===== config.mk =====
export PLATFORM = sky130hd
export DESIGN_NAME = sub_operand_loader
export DESIGN_NICKNAME = d
export VERILOG_FILES = /design/src/rtl/sub_operand_loader.sv
export SDC_FILE = /design/constraint.sdc
export NUM_CORES = 1
export LEC_CHECK = 0
export BUFFER_PORTS_ARGS = -buffer_cell sky130_fd_sc_hd__buf_2
export CORE_UTILIZATION = 50
export CTS_CLUSTER_DIAMETER = 150
export DETAILED_ROUTE_END_ITERATION = 7
export PLACE_DENSITY = 0.74
export SETUP_SLACK_MARGIN = 0.5
export SLEW_MARGIN = 5
export SYNTH_ARGS = -nofsm -noshare
export SYNTH_HDL_FRONTEND = slang
export SYNTH_SLANG_ARGS = --single-unit

===== constraint.sdc =====
create_clock -name clk -period 2.26 [get_ports clk]
set_input_delay 0.452 -clock clk [delete_from_list [all_inputs] [get_ports clk]]
set_output_delay 0.452 -clock clk [all_outputs]
set_load 0.01 [all_outputs]

===== src/rtl/sub_operand_loader.sv =====
// Bit-serial loader for the subtractor operands: shifts in A then B (LSB first)
// and presents the pair, held stable, under a valid/ready handshake.
module sub_operand_loader #(
    parameter int WIDTH = 8
) (
    input  logic             clk,
    input  logic             rst,
    input  logic             start,
    input  logic             ser_in,
    input  logic             ser_valid,
    output logic [WIDTH-1:0] a_out,
    output logic [WIDTH-1:0] b_out,
    output logic             op_valid,
    input  logic             op_ready,
    output logic             busy,
    output logic             err
);

    // state   | meaning
    // IDLE    | waiting for start
    // LOAD_A  | shifting in minuend bits
    // LOAD_B  | shifting in subtrahend bits
    // PRESENT | pair on a_out/b_out, waiting for op_ready
    localparam logic [1:0] IDLE    = 2'd0;
    localparam logic [1:0] LOAD_A  = 2'd1;
    localparam logic [1:0] LOAD_B  = 2'd2;
    localparam logic [1:0] PRESENT = 2'd3;

    localparam int CW = (WIDTH > 1) ? $clog2(WIDTH) : 1;

    logic [1:0]       state;
    logic [1:0]       state_nxt;
    logic [CW-1:0]    cnt;
    logic [WIDTH-1:0] sr_a;
    logic [WIDTH-1:0] sr_b;
    logic             loading;
    logic             accept;
    logic             last_bit;
    logic             enter_a;
    logic             enter_b;

    assign loading  = (state == LOAD_A) || (state == LOAD_B);
    // start while loading aborts, so that cycle's bit is never taken
    assign accept   = loading && ser_valid && !start;
    assign last_bit = (cnt == CW'(WIDTH - 1));

    always_comb begin
        state_nxt = state;
        case (state)
            IDLE: begin
                if (start) state_nxt = LOAD_A;
            end
            LOAD_A: begin
                if (start)                   state_nxt = LOAD_A;
                else if (accept && last_bit) state_nxt = LOAD_B;
            end
            LOAD_B: begin
                if (start)                   state_nxt = LOAD_A;
                else if (accept && last_bit) state_nxt = PRESENT;
            end
            PRESENT: begin
                if (op_ready) state_nxt = start ? LOAD_A : IDLE;
            end
            default: state_nxt = IDLE;
        endcase
    end

    assign enter_a = (state_nxt == LOAD_A) && ((state != LOAD_A) || start);
    assign enter_b = (state_nxt == LOAD_B) && (state != LOAD_B);

    always_ff @(posedge clk) begin
        if (rst) begin
            state    <= IDLE;
            cnt      <= '0;
            sr_a     <= '0;
            sr_b     <= '0;
            a_out    <= '0;
            b_out    <= '0;
            op_valid <= 1'b0;
            busy     <= 1'b0;
            err      <= 1'b0;
        end else begin
            state    <= state_nxt;
            busy     <= (state_nxt != IDLE);
            op_valid <= (state_nxt == PRESENT);
            err      <= start && loading;

            if (enter_a || enter_b) begin
                cnt <= '0;
            end else if (accept) begin
                cnt <= cnt + 1'b1;
            end

            if (enter_a) begin
                sr_a <= '0;
                sr_b <= '0;
            end else if (accept && (state == LOAD_A)) begin
                sr_a <= {ser_in, sr_a[WIDTH-1:1]};
            end else if (accept && (state == LOAD_B)) begin
                sr_b <= {ser_in, sr_b[WIDTH-1:1]};
            end

            // outputs only change on the way into PRESENT
            if ((state == LOAD_B) && (state_nxt == PRESENT)) begin
                a_out <= sr_a;
                b_out <= {ser_in, sr_b[WIDTH-1:1]};
            end
        end
    end

endmodule


# After elaboration in Yosys (flattened, before gate mapping)
# Index checks and enable logic that the tools add are counted.
[classes]
addsub = 1
eq_ne = 9
mux = 8
n_bitwise = 1
n_reduce_logical = 18
[ops]
columns = ["op", "count"]
rows = [
  ["two-way mux 2 bit", 6],
  ["logical AND 1 bit", 9],
  ["equality test 2 bit, second input constant", 4],
  ["case mux 2 bit (4 select lines)", 1],
  ["equality test 2 x 1 -> 1 bit, second input constant", 2],
  ["OR reduction 2 bit", 2],
  ["adder 3 x 1 -> 3 bit, second input constant", 1],
  ["equality test 3 bit, second input constant", 1],
  ["logical OR 1 bit", 3],
  ["zero test 2 bit", 1],
  ["inequality test 2 x 1 -> 1 bit, second input constant", 1],
  ["inequality test 2 bit, second input constant", 1],
  ["AND reduction 2 bit", 1],
  ["nonzero test 2 bit", 1],
  ["zero test 1 bit", 1],
  ["two-way mux 1 bit", 1],
  ["inverter 1 bit", 1],
]
[totals]
reg_bits = 40
in_bits = 6
wordCells = 46

# Longest topological paths before layout
# Gate-level depths: netlist of run 1.
[logic_depth]
ltp_word = 12
mapped_depth = 7
ltp_nobuf = 6

# Worst setup path before layout of run 1
# Ideal clock, no wire load.
[synth_path]
path_type = "reg-to-reg"
start = "register state[1]"
end = "register a_out[1]"
t_arrival_ns = 2.132
required_time_ns = 2.188
slack_ns = 0.056
path_stages_with_launch = 8
synth_period_minus_slack_ns = 2.204
cell_sequence = "dfxtp_1 -> inv_1 -> ha_1 -> nand3b_4 -> or3_1 -> a211oi_4 -> buf_8 -> mux2i_1"
[synth_between]
elab_chain_cells = 10
word_cells_on_any_way = 17
cone_classes = "eq/ne (4); mux (7); reduce/logical (6)"
[synth_rtl]
columns = ["item", "line", "text"]
rows = [
  ["start, declared", "31", "logic [1:0] state;"],
  ["start signal, assigned", "83", "state <= state_nxt;"],
  ["equality test 2 x 1 -> 1 bit or equality test 2 bit (tied branches)", "42, 49, 104", ""],
  ["logical OR 1 bit", "42", "assign loading = (state == LOAD_A) || (state == LOAD_B);"],
  ["logical AND 1 bit (2 in series)", "44", "assign accept = loading && ser_valid && !start;"],
  ["logical AND 1 bit", "55, 59", ""],
  ["two-way mux 2 bit (on tied branches)", "59, 55", ""],
  ["two-way mux 2 bit (on tied branches)", "58, 54", ""],
  ["case mux 2 bit (4 select lines)", "49", "case (state)"],
  ["equality test 2 bit", "104", "if ((state == LOAD_B) && (state_nxt == PRESENT)) begin"],
  ["logical AND 1 bit (*)", "104", ""],
  ["end signal, assigned", "105", "a_out <= sr_a;"],
  ["end, declared", "11", "output logic [WIDTH-1:0] a_out,"],
]
# Every way passes the cells marked *; elsewhere a longest branch is shown, timed or not.
# A chain may end at the register's enable or synchronous reset.

# Worst setup path in the final report of run 1
[layout_path]
start = "register state[1]"
end = "register b_out[7]"
[layout_between]
elab_chain_cells = 10
word_cells_on_any_way = 17
cone_classes = "eq/ne (4); mux (7); reduce/logical (6)"
[layout_rtl]
columns = ["item", "line", "text"]
rows = [
  ["equality test 2 x 1 -> 1 bit or equality test 2 bit (tied branches)", "42, 49, 104", ""],
  ["logical OR 1 bit", "42", ""],
  ["logical AND 1 bit (2 in series)", "44", ""],
  ["logical AND 1 bit", "55, 59", ""],
  ["two-way mux 2 bit (on tied branches)", "59, 55", ""],
  ["two-way mux 2 bit (on tied branches)", "58, 54", ""],
  ["case mux 2 bit (4 select lines)", "49", ""],
  ["equality test 2 bit", "104", ""],
  ["logical AND 1 bit (*)", "104", ""],
  ["end signal, assigned", "106", "b_out <= {ser_in, sr_b[WIDTH-1:1]};"],
  ["end, declared", "12", "output logic [WIDTH-1:0] b_out,"],
]
# Marked as above.

==> results.ini, run 1 <==
[status]
status=complete, no violations

[synthesis]
synth_top_family_by_area=multiplexers
post-synth-top-area-cell=dfxtp_1
avgSynthCellArea_um2=9.89
yosysSeqAreaShare=0.434
synthMuxAreaShare=0.208
syn_area_um2=1800
ys_warn_count=0
synth_top_cell_area_share=0.434
synth_cell_types=32
yosys.area_share.simple=0.140
syn_nets=194
synthTopCellsByArea=dfxtp_1 (43%), mux2i_1 (19%), nand2_1 (6.9%), a211oi_1 (6.3%), ha_1 (4.2%)
syn_inst=182
synth_edf_count=0
synth_compound_area_frac=0.131
synth-main-ff-cell=dfxtp_1
ys_ff_latch=39
synth-xor-area-share=0.00486
async_reset_ff_frac=0
synthAdderAreaFrac=0.0417

[cts]
cts.sinks=39
clock_latency_ps=360
htree_levels=2
cts_buffers=5
cts.path.max_buffers=2
root_buffer=clkbuf_4
clk_pin_slew_ps=120
cts_tree=built
cts_hold_repair.buffers=0

[layout]
synthToLayoutAreaGrowth_pct=37.7
nets=239
antennaDiodeCount=0
final_layout_size_suffix_gt1_frac=0.434

[critical_path]
worstPathCellList=inv_4, ha_4, nand3b_4, or3_4, a211oi_4, buf_4, buf_16, mux2i_1
r2r_slack_ps=290
crit_path_max_incr_delay_ps=380
slowest_stage=dfxtp_4
crit_path_end_kind=flop
ff2ff_path_depth=8
cp.arrival_ps=2250
r2r_end=b_out[7]$_SDFFE_PP0P_
start_kind=flop
required_ps=2540
worstPathMaxFanout=8
path_class=flop to flop
r2r_start=state[1]$_SDFF_PP0_

[floorplan]
die_h_um=62.0
coreArea_um2=3390
initial_core_util=0.531
rows=21
die_area_um2=3840
fp.dieW_um=62.0
num_io_pins=25

[timing]
finalCritPeriodShare=0.870
fmax_mhz=509
min_period_ps=1970
setup-violations-final=0
tns_ps=0
slew_headroom=0.783
hold_viol_final=0
tightest_slew_ps=324
rsz0062_at_grt=true
fin_worst_skew_ps=15.1
timing.hold.ws_ps=404
slew_viol_final=0

[pwr]
p_per_area_nw_per_um2=558
power_leakage_uw=0.000950
irDropWorstVdd_mv=0.381

[min_path]
min_path_type=input port to flop
hold_start=ser_in
min_to=b_out[7]$_SDFFE_PP0P_
hold-path-cell-count=3

[route]
ant_nets=0
num_vias=1561
drt_first_pass_iters=4
viasPerCell=5.70
post_drt_wl_per_cell_um=16.6
drtIter0Drc=87
routed_wl_um=4560
drc_errors=0

[placed_design]
hpwl_um=2590
gp_congestion=0.974
portBuffers=24

[global_route]
antenna_found_initial=0
grt_pass1_wl_um=6410
grt_max_degree=33
gr-total-overflow=0
grt_pass1_vias=1425
grtUsageTotal=0.234

[job]
max_cap_viol_count=0

==> flip-flops by register name, summed over array words and instances (netlist names) <==
register,count
cnt,3
sr_a,8
busy,1
b_out,8
op_valid,1
sr_b,7
a_out,8
state,2
err,1
==> worst max path at each step <==
| stage | from | endpoint | slack (ps) | depth (start not counted) |
|---|---|---|---|---|
| 3_3_place_gp | start | sr_b[1]$_SDFFE_PP0P_ | 270 | 5 |
| 2_1_floorplan | state[1]$_SDFF_PP0_ | a_out[1]$_SDFFE_PP0P_ | 210 | 7 |
| 6_report | state[1]$_SDFF_PP0_ | b_out[7]$_SDFFE_PP0P_ | 290 | 8 |
| 3_5_place_dp | start | sr_b[5]$_SDFFE_PP0P_ | 130 | 5 |
| 5_1_grt | state[1]$_SDFF_PP0_ | b_out[7]$_SDFFE_PP0P_ | 240 | 8 |
| 4_1_cts | state[1]$_SDFF_PP0_ | sr_b[5]$_SDFFE_PP0P_ | 360 | 7 |
==> power by group <==
group / internal [µW] / switching [µW]
clock: 301 / 233
sequential: 690 / 2.95
combinational: 62.9 / 92.5
==> critical path: cells and delay by family, from the launching register on <==
family,cells,cell delay (ps)
AND/OR/NAND/NOR,2,440
AO/OA/AOI/OAI,1,220
multiplexers,1,220
buffers and inverters,3,360
flip-flops,1,380
adder cells (fa/ha/maj),1,280
==> per-stage QoR <==
stage	cells	total power, µW	util	instance area, µm²	worst slack [ps]
2_1_floorplan	182	780	-	1830	215
3_3_place_gp	248	803	0.595	2020	268
3_5_place_dp	248	807	0.595	2020	131
4_1_cts	268	1340	0.668	2260	355
5_1_grt	274	1430	0.731	2480	240
6_report	274	1380	0.731	2480	295
==> layout make-up <==
class,instances,area [µm²]
multi-input combinational,127,1150
fill,229,911
sequential,39,791
timing repair buffer,48,357
clock buffer,7,66.3
tap,46,57.6
clock inverter,1,30.0
inverter,6,27.5
==> Yosys cell counts, types with 2 or more instances <==
cell	n
a211oi_1	15
nor3_1	2
o211ai_1	4
ha_1	6
inv_1	6
o21ai_0	3
a21oi_1	2
mux2_2	3
nand2_1	33
nand4_1	4
mux2i_1	34
nor2_1	5
dfxtp_1	39
clkbuf_1	7
buf_2	2
==> logic make-up (layout without fill, tap and decap cells) <==
group / count (synthesis) / in the layout
buf+inv: 16 / 62
simple gates: 52 / 52
xor+xnor: 1 / 1
compound gates: 31 / 31
flops: 39 / 39
mux: 37 / 37
fa+ha+maj: 6 / 6
==> what timing repair did <==
item	4_1_cts	5_1_grt
setup buffers	11	5
pin swaps	3	5
endpoints found under the setup margin	35	36
gates cloned	1	1
gates resized for setup	12	35
==> metal layers <==
layer / up-vias / GRT usage / part of all wire
met5: - / 0 / 0
met4: 0 / 0.0984 / 0.011
met3: 5 / 0.0766 / 0.038
met2: 42 / 0.371 / 0.50
met1: 774 / 0.293 / 0.45
li1: 740 / - / -
==> cells in the final DEF (no fill, tap or decap), types with 3 or more instances in the layout <==
master	instances
dfxtp_1	35
o211ai_1	4
nand4_1	4
ha_4	3
mux2_2	3
nor2_1	4
buf_2	24
clkbuf_4	5
buf_4	18
a211oi_2	14
mux2i_1	33
inv_1	4
nand2_1	33
buf_6	3
(Power assumes the default switching activity.)
==> run 2: changes to the inputs <==
--- a/config.mk
+++ b/config.mk
@@ -5,11 +5,13 @@
 export SDC_FILE = /design/constraint.sdc
 export NUM_CORES = 1
 export LEC_CHECK = 0
+export ABC_CLOCK_PERIOD_IN_PS = 2500
 export BUFFER_PORTS_ARGS = -buffer_cell sky130_fd_sc_hd__buf_2
-export CORE_UTILIZATION = 50
+export CORE_UTILIZATION = 55
 export CTS_CLUSTER_DIAMETER = 150
+export CTS_CLUSTER_SIZE = 10
 export DETAILED_ROUTE_END_ITERATION = 7
-export PLACE_DENSITY = 0.74
+export PLACE_DENSITY = 0.77
 export SETUP_SLACK_MARGIN = 0.5
 export SLEW_MARGIN = 5
 export SYNTH_ARGS = -nofsm -noshare
==> constraint.sdc (replaced) <==
create_clock -name clk -period 2.5 [get_ports clk]
set_input_delay 0.5 -clock clk [delete_from_list [all_inputs] [get_ports clk]]
set_output_delay 0.5 -clock clk [all_outputs]
set_load 0.01 [all_outputs]
==> run 2 against run 1 <==
Non-clock buffer count fell by 14. Critical path type unchanged. Global-route usage fell by 0.58 points. Die area fell by 8.8%. Fmax fell by 0.76%. Sequential cell count did not move. Register-to-register slack improved by 220 ps. Critical endpoint is now b_out[0]$_SDFFE_PP0P_.
==> results.ini, run 2 (synthesis results as in run 1) <==
[critical_path]
r2r_end=b_out[0]$_SDFFE_PP0P_
slowest_stage=dfxtp_4
worstPathMaxFanout=8  ; unchanged
crit_path_end_kind=flop
r2r_start=state[1]$_SDFF_PP0_
r2r_slack_ps=520  ; +220 ps
start_kind=flop
crit_path_max_incr_delay_ps=380  ; about the same
worstPathCellList=inv_4, ha_4, nand3b_4, or3_4, a211oi_4, buf_4, buf_12, mux2i_1
cp.arrival_ps=2270  ; +20 ps
required_ps=2790  ; +250 ps
path_class=flop to flop
ff2ff_path_depth=8  ; unchanged

[status]
status=complete, no violations

[cts]
root_buffer=clkbuf_4
clock_latency_ps=360  ; about the same
htree_levels=2  ; unchanged
cts.path.max_buffers=2  ; unchanged
clk_pin_slew_ps=120  ; about the same
cts_hold_repair.buffers=0  ; unchanged
cts.sinks=39  ; unchanged
cts_buffers=5  ; unchanged
cts_tree=built

[layout]
final_layout_size_suffix_gt1_frac=0.294  ; -0.140
post-route-cell-area_um2=2170  ; -12%
synthToLayoutAreaGrowth_pct=20.6
layout_common_cells=dfxtp_1 (35), mux2i_1 (34), nand2_1 (33), buf_2 (24), a211oi_1 (15)
final_common_cell=dfxtp_1
antennaDiodeCount=0  ; unchanged
filler_cell_count=247  ; +7.9%
reg_top3=a_out x8, b_out x8, sr_a x8
nets=225  ; -5.9%
fin_util=0.705  ; -0.0260

[timing]
slew_viol_final=0  ; unchanged
tightest_slew_ps=558  ; +235 ps
finalCritPeriodShare=0.792  ; -0.0775
min_period_ps=1980  ; +15.0 ps
hold_viol_final=0  ; unchanged
rsz0062_at_grt=true
slew_headroom=0.627  ; -0.157
tns_ps=0  ; unchanged
fmax_mhz=505  ; -0.76%
post-route-worst-setup-slack_ps=520  ; +225 ps
setup-violations-final=0  ; unchanged
fin_worst_skew_ps=14.2  ; -0.890 ps

[global_route]
grt_pass1_vias=1264  ; -11%
grt_max_degree=33  ; unchanged
antenna_found_initial=0  ; unchanged
gr-total-overflow=0  ; unchanged
grtUsageTotal=0.228  ; -0.00582
grt_pass1_wl_um=5730  ; -11%

[placed_design]
hpwl_um=2400  ; -7.4%
place_area_um2=1970  ; -2.4%
place_ws_ps=186  ; +54.5 ps
portBuffers=24  ; unchanged
gp_congestion=0.886  ; -9.0%

[min_path]
min_to=b_out[7]$_SDFFE_PP0P_
hold-path-cell-count=3  ; unchanged
hold_start=ser_in
min_path_type=input port to flop

[pwr]
irDropWorstVdd_mv=0.395  ; +3.6%
p_clk_frac=0.307  ; -0.079
switchingPower_uw=274  ; -16%
p_per_area_nw_per_um2=479  ; -14%
power_leakage_uw=0.000836  ; -12%
power_frac_comb=0.092  ; -0.020
sw_frac_of_total=0.264  ; +0.0262
seq_power_share=0.602  ; +0.101
intPower_uw=766  ; -27%

[floorplan]
initial_core_util=0.585  ; +0.0538
num_io_pins=25  ; unchanged
fp.dieW_um=59.2  ; -4.5%
rows=20  ; -4.8%
die_area_um2=3510  ; -8.8%
die_h_um=59.2  ; -4.5%
coreArea_um2=3080  ; -9.2%

[route]
num_vias=1421  ; -9.0%
drt_first_pass_iters=4  ; unchanged
routed_wl_um=3750  ; -18%
post_drt_wl_per_cell_um=14.5  ; -13%
drtIter0Drc=56  ; -36%
viasPerCell=5.51  ; -3.3%
drc_errors=0  ; unchanged
ant_nets=0  ; unchanged

[job]
max_cap_viol_count=0  ; unchanged

-- run 2: cell count changes in the layout (fill, tap and decap cells not counted), moves of 2 or more --
cell	before	now
a211oi_1	1	15
a211oi_2	14	0
buf_4	18	8
buf_6	3	0
ha_1	1	3
-- run 2: worst max-delay path by stage --
stage / startpoint / to / slack (ps) / depth (start not counted)
after floorplan: state[1]$_SDFF_PP0_ / a_out[1]$_SDFFE_PP0P_ / 450 / 7
after global placement: state[1]$_SDFF_PP0_ / sr_a[2]$_SDFFE_PP0P_ / 300 / 6
after detailed placement: state[1]$_SDFF_PP0_ / sr_a[3]$_SDFFE_PP0P_ / 190 / 6
after CTS: state[1]$_SDFF_PP0_ / a_out[0]$_SDFFE_PP0P_ / 510 / 8
after global routing: state[1]$_SDFF_PP0_ / a_out[0]$_SDFFE_PP0P_ / 450 / 8
final: state[1]$_SDFF_PP0_ / b_out[0]$_SDFFE_PP0P_ / 520 / 8
-- run 2: layout make-up --
cell class                      instances  area [µm²]  area share
Clock buffer                            6        41.3      0.0190
Clock inverter                          2        12.5     0.00576
Inverter                                6        27.5      0.0127
Multi-Input combinational cell        127        1010       0.466
Sequential cell                        39         791       0.364
Tap cell                               44        55.1      0.0254
Timing Repair Buffer                   34         233       0.107
-- run 2: per-layer routing --
layer / global-route usage / share of wire / vias to the layer above
met5: 0 / 0 / -
met4: 0.0986 / 0.022 / 0
met3: 0.0742 / 0.050 / 7
met2: 0.358 / 0.49 / 39
met1: 0.286 / 0.44 / 658
li1: - / - / 717
-- run 2: worst max-delay path: cells and delay by family, from the launching register on --
family / cells / cell delay [ps]
adder cells (fa/ha/maj): 1 / 280
AND/OR/NAND/NOR: 2 / 450
flip-flops: 1 / 380
buffers and inverters: 3 / 330
AO/OA/AOI/OAI: 1 / 270
multiplexers: 1 / 200
-- run 2: per-stage QoR --
step	power [µW]	hold slack (ps)	std cells
detailed placement	722	446	243
finish	1040	413	258
CTS	1040	408	255
global placement	720	440	243
floorplan	703	437	182
global route	1080	413	258
-- run 2: power groups by stage --
stage / sequential [µW] / combinational (µW) / clock (µW)
final: 626 / 95.2 / 319
after floorplan: 642 / 61.2 / 0
after detailed placement: 641 / 80.8 / 0
after global routing: 627 / 102 / 355
after CTS: 626 / 87.5 / 326
after global placement: 641 / 78.4 / 0
-- run 2: what timing repair did --
item,in CTS,in global routing
resized for setup,9,9
buffers inserted,3,3
gates cloned,1,0
endpoints found under the setup margin,31,31
pin swaps,1,1
